==> config.mk <==
export PLATFORM = sky130hd
export DESIGN_NAME = nbody_pair_sched
export DESIGN_NICKNAME = d
export VERILOG_FILES = /design/src/rtl/nbody_pair_sched.sv
export SDC_FILE = /design/constraint.sdc
export NUM_CORES = 2
export LEC_CHECK = 0
export CAP_MARGIN = 40
export CORE_ASPECT_RATIO = 2
export CORE_MARGIN = 5
export CORE_UTILIZATION = 55
export DETAILED_ROUTE_END_ITERATION = 12
export PLACE_DENSITY = 0.8
export SETUP_SLACK_MARGIN = 0.15
export SLEW_MARGIN = 0
export SYNTH_ARGS = -nofsm -noshare
export SYNTH_HDL_FRONTEND = slang
export SYNTH_SLANG_ARGS = --single-unit
==> constraint.sdc <==
create_clock -name clk -period 6.85 [get_ports clk]
set_input_delay 0.685 -clock clk [delete_from_list [all_inputs] [get_ports clk]]
set_output_delay 0.685 -clock clk [all_outputs]
set_load 0.02 [all_outputs]
==> src/rtl/nbody_pair_sched.sv <==
// Pair scheduler for one N-body timestep: issues (i,j) position/mass reads and
// delays pair tags to the velocity read, accumulate and writeback points.
// Build option: define NBODY_SKIP_SELF_EN to omit i==j pairs.
module nbody_pair_sched #(
   parameter int unsigned BODIES          = 512,
   parameter int unsigned BODY_ADDR_WIDTH = $clog2(BODIES),
   parameter int unsigned PIPE_LATENCY    = 123,
   parameter int unsigned ADD_LATENCY     = 20
) (
   input  logic                       clk,
   input  logic                       rst,
   input  logic                       start,
   input  logic                       abort,
   input  logic [BODY_ADDR_WIDTH:0]   num_bodies,
   output logic                       busy,
   output logic                       done,
   output logic                       issue_valid,
   output logic [BODY_ADDR_WIDTH-1:0] issue_i,
   output logic [BODY_ADDR_WIDTH-1:0] issue_j,
   output logic                       issue_self,
   output logic                       vrd_valid,
   output logic [BODY_ADDR_WIDTH-1:0] vrd_addr,
   output logic                       acc_valid,
   output logic                       acc_self,
   output logic                       wb_valid,
   output logic [BODY_ADDR_WIDTH-1:0] wb_addr
);

   localparam int unsigned W       = BODY_ADDR_WIDTH;
   localparam int unsigned DEPTH   = PIPE_LATENCY + ADD_LATENCY;
   localparam int unsigned TAG_W   = W + 3;
   localparam int unsigned VRD_TAP = PIPE_LATENCY - 2;
   localparam int unsigned ACC_TAP = PIPE_LATENCY - 1;
   localparam int unsigned WB_TAP  = DEPTH - 1;

   // Tag bit positions: {valid, last, self, j}
   localparam int unsigned TV = W + 2;
   localparam int unsigned TL = W + 1;
   localparam int unsigned TS = W;

   localparam logic [1:0] S_IDLE  = 2'd0;
   localparam logic [1:0] S_ISSUE = 2'd1;
   localparam logic [1:0] S_DRAIN = 2'd2;

`ifdef NBODY_SKIP_SELF_EN
   localparam logic [W-1:0] FIRST_J    = W'(1);
   localparam logic         FIRST_SELF = 1'b0;
`else
   localparam logic [W-1:0] FIRST_J    = '0;
   localparam logic         FIRST_SELF = 1'b1;
`endif

   logic [1:0]       r_state;
   logic [W:0]       r_nm1;
   logic             r_busy;
   logic             r_done;
   logic             r_issue_valid;
   logic [W-1:0]     r_issue_i;
   logic [W-1:0]     r_issue_j;
   logic             r_issue_self;
   logic             r_issue_last;
   logic [TAG_W-1:0] r_line [DEPTH];

   logic [1:0]       w_state_nxt;
   logic [W:0]       w_nm1_nxt;
   logic             w_busy_nxt;
   logic             w_done_nxt;
   logic             w_iv_nxt;
   logic [W-1:0]     w_i_nxt;
   logic [W-1:0]     w_j_nxt;
   logic             w_self_nxt;
   logic             w_last_nxt;

   logic [W:0]       w_n_clamp;
   logic [W:0]       w_nm1_start;
   logic [W-1:0]     w_pi_nxt;
   logic [W-1:0]     w_pj_nxt;
   logic             w_pself_nxt;
   logic             w_plast_nxt;
   logic             w_tail_last;

   // Requested body count, clamped to the address space
   always_comb begin
      w_n_clamp = num_bodies;
      if (num_bodies > (W+1)'(BODIES)) begin
         w_n_clamp = (W+1)'(BODIES);
      end
      w_nm1_start = w_n_clamp - (W+1)'(1);
   end

`ifdef NBODY_SKIP_SELF_EN
   logic [W:0] w_i_ext;
   logic [W:0] w_j_ext;
   logic [W:0] w_j_cand;

   // Successor pair; j steps over i so the diagonal is never issued
   always_comb begin
      w_i_ext  = {1'b0, r_issue_i};
      w_j_ext  = {1'b0, r_issue_j};
      w_pi_nxt = r_issue_i;
      w_pj_nxt = '0;
      w_j_cand = w_j_ext + (W+1)'(1);
      if (w_j_cand == w_i_ext) begin
         w_j_cand = w_j_ext + (W+1)'(2);
      end
      if (w_j_cand > r_nm1) begin
         w_pi_nxt = W'(w_i_ext + (W+1)'(1));
      end else begin
         w_pj_nxt = W'(w_j_cand);
      end
      w_plast_nxt = ({1'b0, w_pi_nxt} == r_nm1) &&
                    (({1'b0, w_pj_nxt} + (W+1)'(1)) == r_nm1);
      w_pself_nxt = 1'b0;
   end
`else
   logic [W:0] w_j_ext;

   // Successor pair; j is the inner loop and wraps at N-1
   always_comb begin
      w_j_ext  = {1'b0, r_issue_j};
      w_pi_nxt = r_issue_i;
      w_pj_nxt = '0;
      if (w_j_ext == r_nm1) begin
         w_pi_nxt = W'({1'b0, r_issue_i} + (W+1)'(1));
      end else begin
         w_pj_nxt = W'(w_j_ext + (W+1)'(1));
      end
      w_plast_nxt = ({1'b0, w_pi_nxt} == r_nm1) && ({1'b0, w_pj_nxt} == r_nm1);
      w_pself_nxt = (w_pi_nxt == w_pj_nxt);
   end
`endif

   assign w_tail_last = r_line[WB_TAP][TV] & r_line[WB_TAP][TL];

   // Next state and next registered outputs
   always_comb begin
      w_state_nxt = r_state;
      w_nm1_nxt   = r_nm1;
      w_busy_nxt  = 1'b0;
      w_done_nxt  = 1'b0;
      w_iv_nxt    = 1'b0;
      w_i_nxt     = '0;
      w_j_nxt     = '0;
      w_self_nxt  = 1'b0;
      w_last_nxt  = 1'b0;
      case (r_state)
         S_IDLE: begin
            if (start) begin
               if (num_bodies >= (W+1)'(2)) begin
                  w_state_nxt = S_ISSUE;
                  w_nm1_nxt   = w_nm1_start;
                  w_busy_nxt  = 1'b1;
                  w_iv_nxt    = 1'b1;
                  w_j_nxt     = FIRST_J;
                  w_self_nxt  = FIRST_SELF;
               end else begin
                  w_done_nxt = 1'b1;
               end
            end
         end
         S_ISSUE: begin
            w_busy_nxt = 1'b1;
            if (r_issue_last) begin
               w_state_nxt = S_DRAIN;
            end else begin
               w_iv_nxt   = 1'b1;
               w_i_nxt    = w_pi_nxt;
               w_j_nxt    = w_pj_nxt;
               w_self_nxt = w_pself_nxt;
               w_last_nxt = w_plast_nxt;
            end
         end
         S_DRAIN: begin
            if (w_tail_last) begin
               w_state_nxt = S_IDLE;
               w_done_nxt  = 1'b1;
            end else begin
               w_busy_nxt = 1'b1;
            end
         end
         default: begin
            w_state_nxt = S_IDLE;
         end
      endcase
      if (abort) begin
         w_state_nxt = S_IDLE;
         w_busy_nxt  = 1'b0;
         w_done_nxt  = 1'b0;
         w_iv_nxt    = 1'b0;
         w_i_nxt     = '0;
         w_j_nxt     = '0;
         w_self_nxt  = 1'b0;
         w_last_nxt  = 1'b0;
      end
   end

   always_ff @(posedge clk) begin
      if (rst) begin
         r_state       <= S_IDLE;
         r_nm1         <= '0;
         r_busy        <= 1'b0;
         r_done        <= 1'b0;
         r_issue_valid <= 1'b0;
         r_issue_i     <= '0;
         r_issue_j     <= '0;
         r_issue_self  <= 1'b0;
         r_issue_last  <= 1'b0;
      end else begin
         r_state       <= w_state_nxt;
         r_nm1         <= w_nm1_nxt;
         r_busy        <= w_busy_nxt;
         r_done        <= w_done_nxt;
         r_issue_valid <= w_iv_nxt;
         r_issue_i     <= w_i_nxt;
         r_issue_j     <= w_j_nxt;
         r_issue_self  <= w_self_nxt;
         r_issue_last  <= w_last_nxt;
      end
   end

   // Tag delay line matched to the FP pipeline; invalid slots carry all zeros
   always_ff @(posedge clk) begin
      if (rst || abort) begin
         for (int k = 0; k < int'(DEPTH); k++) begin
            r_line[k] <= '0;
         end
      end else begin
         r_line[0] <= {r_issue_valid, r_issue_last, r_issue_self, r_issue_j};
         for (int k = 1; k < int'(DEPTH); k++) begin
            r_line[k] <= r_line[k-1];
         end
      end
   end

   assign busy        = r_busy;
   assign done        = r_done;
   assign issue_valid = r_issue_valid;
   assign issue_i     = r_issue_i;
   assign issue_j     = r_issue_j;
   assign issue_self  = r_issue_self;
   assign vrd_valid   = r_line[VRD_TAP][TV];
   assign vrd_addr    = r_line[VRD_TAP][W-1:0];
   assign acc_valid   = r_line[ACC_TAP][TV];
   assign acc_self    = r_line[ACC_TAP][TS];
   assign wb_valid    = r_line[WB_TAP][TV];
   assign wb_addr     = r_line[WB_TAP][W-1:0];

endmodule
==> flow_metrics.env <==
export IMPL_global_route_usage_total_pct=13.7
export IMPL_timing_rr_end="issue_self"
export IMPL_design_die_area_sq_um=93000
export IMPL_vdd_drop_max_uv=297
export IMPL_die_height_um=426
export IMPL_yosys_most_used_dff="dfxtp_1"
export IMPL_grt_pass1_wl_mm=108
export IMPL_grt_overflow_total=0
export IMPL_final_cell_mix="1731 x dfxtp_1, 1697 x and2_1, 135 x clkbuf_16"
export IMPL_critPathMaxFanout=18
export IMPL_finish_cell_count_without_fillers=5114
export IMPL_routabilityCongestion=0.777
export IMPL_period_utilization_pct=47.5
export IMPL_dpl_cell_area_sq_um=48900
export IMPL_final_common_cell="dfxtp_1"
export IMPL_worst_r2r_cell_count=7
export IMPL_synth_enable_flop_cells=0
export IMPL_grt_start_max_net_pins=377
export IMPL_worst_r2r_setup_slack_ps=3590
export IMPL_antenna_cells_inserted=0
export IMPL_hold_path_cell_count=1
export IMPL_finish_net_count=3871
export IMPL_num_vias=22502
export IMPL_max_freq_mhz=307
export IMPL_clkSinkCount=1731
export IMPL_port_buffers=57
export IMPL_drt_first_pass_iters=4
export IMPL_crit_slowest_cell="and3_1"
export IMPL_worst_path_largest_cell_delay_ps=720
export IMPL_worstPathRequired_ps=7510
export IMPL_multi_input_area_sq_um=12100
export IMPL_r2r_start="issue_j[4]"
export IMPL_final_seq_area_sq_um=34700
export IMPL_critical_path_buf_inv_count=0
export IMPL_report_final_slew_viol_count=0
export IMPL_run_status="complete, no violations"
export IMPL_num_rows=152
export IMPL_htreeDepth=4
export IMPL_timing_final_hold_violations=0
export IMPL_critical_path_cell_chain="xor2_1 > nor4_2 > and3_1 > nand2_1 > o211a_1 > or4_1 > o31ai_2"
export IMPL_whs_endpoint="r_line[0][1000]"
export IMPL_timing_max_slew_rel_slack_pct=21.6
export IMPL_core_area_sq_um=86000
export IMPL_finish_instance_area_sq_um=53500
export IMPL_period_minus_slack_ps=3260
export IMPL_num_fill_cells=6341
export IMPL_clock_insertion_delay_worst_skew_ps=720
export IMPL_timing_hold_worst_start="r_line[0][988]"
export IMPL_area_growth_syn_to_layout_pct=12.3
export IMPL_effective_utilization_at_floorplan_pct=55.4
export IMPL_first_global_vias=22841
export IMPL_dp_hpwl_mm=30.9
export IMPL_via_per_inst=4.40
export IMPL_synthesis_nets=3892
export IMPL_ys_async_sr_fraction_pct=0
export IMPL_routed_wirelength_mm=61.7
export IMPL_syn_mean_instance_area_sq_um=12.3
export IMPL_grt_setup_unrepaired="no"
export IMPL_post_place_cells=4873
export IMPL_synth_cells=3875
export IMPL_critical_path_endpoint_type="register"
export IMPL_clockRootBuffer="clkbuf_16"
export IMPL_routed_wire_length_per_instance_um=12.1
export IMPL_synth_cell_area_sq_um=47600
export IMPL_design_power_total_mw=18.1
export IMPL_number_of_nets_with_antenna_violations_after_detailed_routing=0
export IMPL_die_width_um=218
export IMPL_maxCapViolCount=0
export IMPL_cts_inserted_buffers=134
export IMPL_floorplan_io_pins=58
export IMPL_setup_viol=0
export IMPL_synth_sequential_area_ratio_pct=72.7
export IMPL_ys_ff_latch=1731
export IMPL_cts_buffer_depth=3
export IMPL_cts_tree="built"
export IMPL_worst_setup_path_type="register to register"
export IMPL_holdBufCountCts=0
export IMPL_yosys_cell_types_count=56
export IMPL_crit_family="simple AND/OR/NAND/NOR gates"
export IMPL_worst_clock_skew_ps=26.5
export IMPL_drt_drc_violations_left=0
export IMPL_worst_endpoint_arrival_ps=3920
export IMPL_critical_path_startpoint_type="register"
export IMPL_worst_setup_hold_path_clk_slew_ps=70
export IMPL_synthesis_yosys_warnings=0
export IMPL_drt_iter0_markers=1078
export IMPL_power_static_leakage_nw=21.9
export IMPL_cts_repair_resized=0
export IMPL_antenna_violations_before_repair=1
export IMPL_worst_slew_pin_slew_ps=1180
export IMPL_postCtsSetupBuffers=0
export IMPL_min_delay_path_class="register to register"
export IMPL_final_setup_tns_ps=0
export IMPL_power_density_cell_area_nw_per_um2=339
export IMPL_drive_gt1_share_pct=5.91
[cells by family (layout without fill, tap and decap cells)]
group / Yosys count / count (layout) / share of synthesized area (%)
buffers and inverters: 229 / 313 / 1.98
AOI/OAI and AO/OA: 48 / 48 / 0.735
adders and majority gates: 3 / 3 / 0.0788
DFF: 1731 / 1731 / 72.7
and+or+nand+nor: 1816 / 1816 / 23.6
muxes: 5 / 5 / 0.108
xor gates and xnor gates: 43 / 43 / 0.790
[cells in the mapped netlist (7+ instances only)]
cell         n  share of area, %
dfxtp_1   1731                73
and2_1    1697                22
clkbuf_1   197               1.6
nor2_1      38              0.30
xor2_1      27              0.50
nand2_1     23              0.18
buf_4       18              0.28
xnor2_1     16              0.29
nor3_1      11              0.12
nand3_1      9             0.095
o21ai_0      7             0.074
[registers in the layout (all words and copies together) (netlist names)]
name and cells:
r_line 1696, r_nm1 10, issue_i 9, issue_j 9, r_state 2, busy 1
done 1, issue_self 1, issue_valid 1, r_issue_last 1
[power by group]
part | leakage (nW) | switching (mW) | internal, mW
combinational | 5.76 | 0.148 | 0.0446
clock | 2.24 | 3.51 | 4.35
sequential | 13.9 | 0.0134 | 10.1
[area by class of cell]
type | instances | share of cell area (%)
Clock inverter | 48 | 1.33
Sequential cell | 1731 | 64.8
Clock buffer | 193 | 7.30
Timing Repair Buffer | 66 | 1.34
Tap cell | 1155 | 2.70
Multi-Input combinational cell | 1915 | 22.5
Inverter | 6 | 0.0421
[metal layers]
metal / part of all wire [%] / global-route usage, % / vias up
met1: 47 / 17.7 / 10484
met4: 2.7 / 5.14 / 2
met2: 46 / 22.1 / 218
met3: 3.5 / 3.58 / 124
li1: - / - / 11674
met5: 0.032 / 0 / -
[worst max-delay path by stage]
stage                            end  slack (ps)        from  cells after the start
final                     issue_self        3590  issue_j[4]                      7
after global routing      issue_self        3380  issue_j[0]                      7
after floorplan           issue_self        4320         rst                      6
after global placement    issue_self        3090         rst                      7
after CTS                 issue_self        3560    r_nm1[1]                      7
after detailed placement  issue_self        3090         rst                      7
[stage by stage]
step                hold WS [ps]  setup WS [ps]  utilization, %
floorplan                    406           4320               -
global placement             410           3090            56.9
detailed placement           411           3090            56.9
CTS                          409           3560            62.3
global route                 420           3380            62.3
finish                       406           3590            62.3
Note: power is estimated with default switching activity, not from simulation.
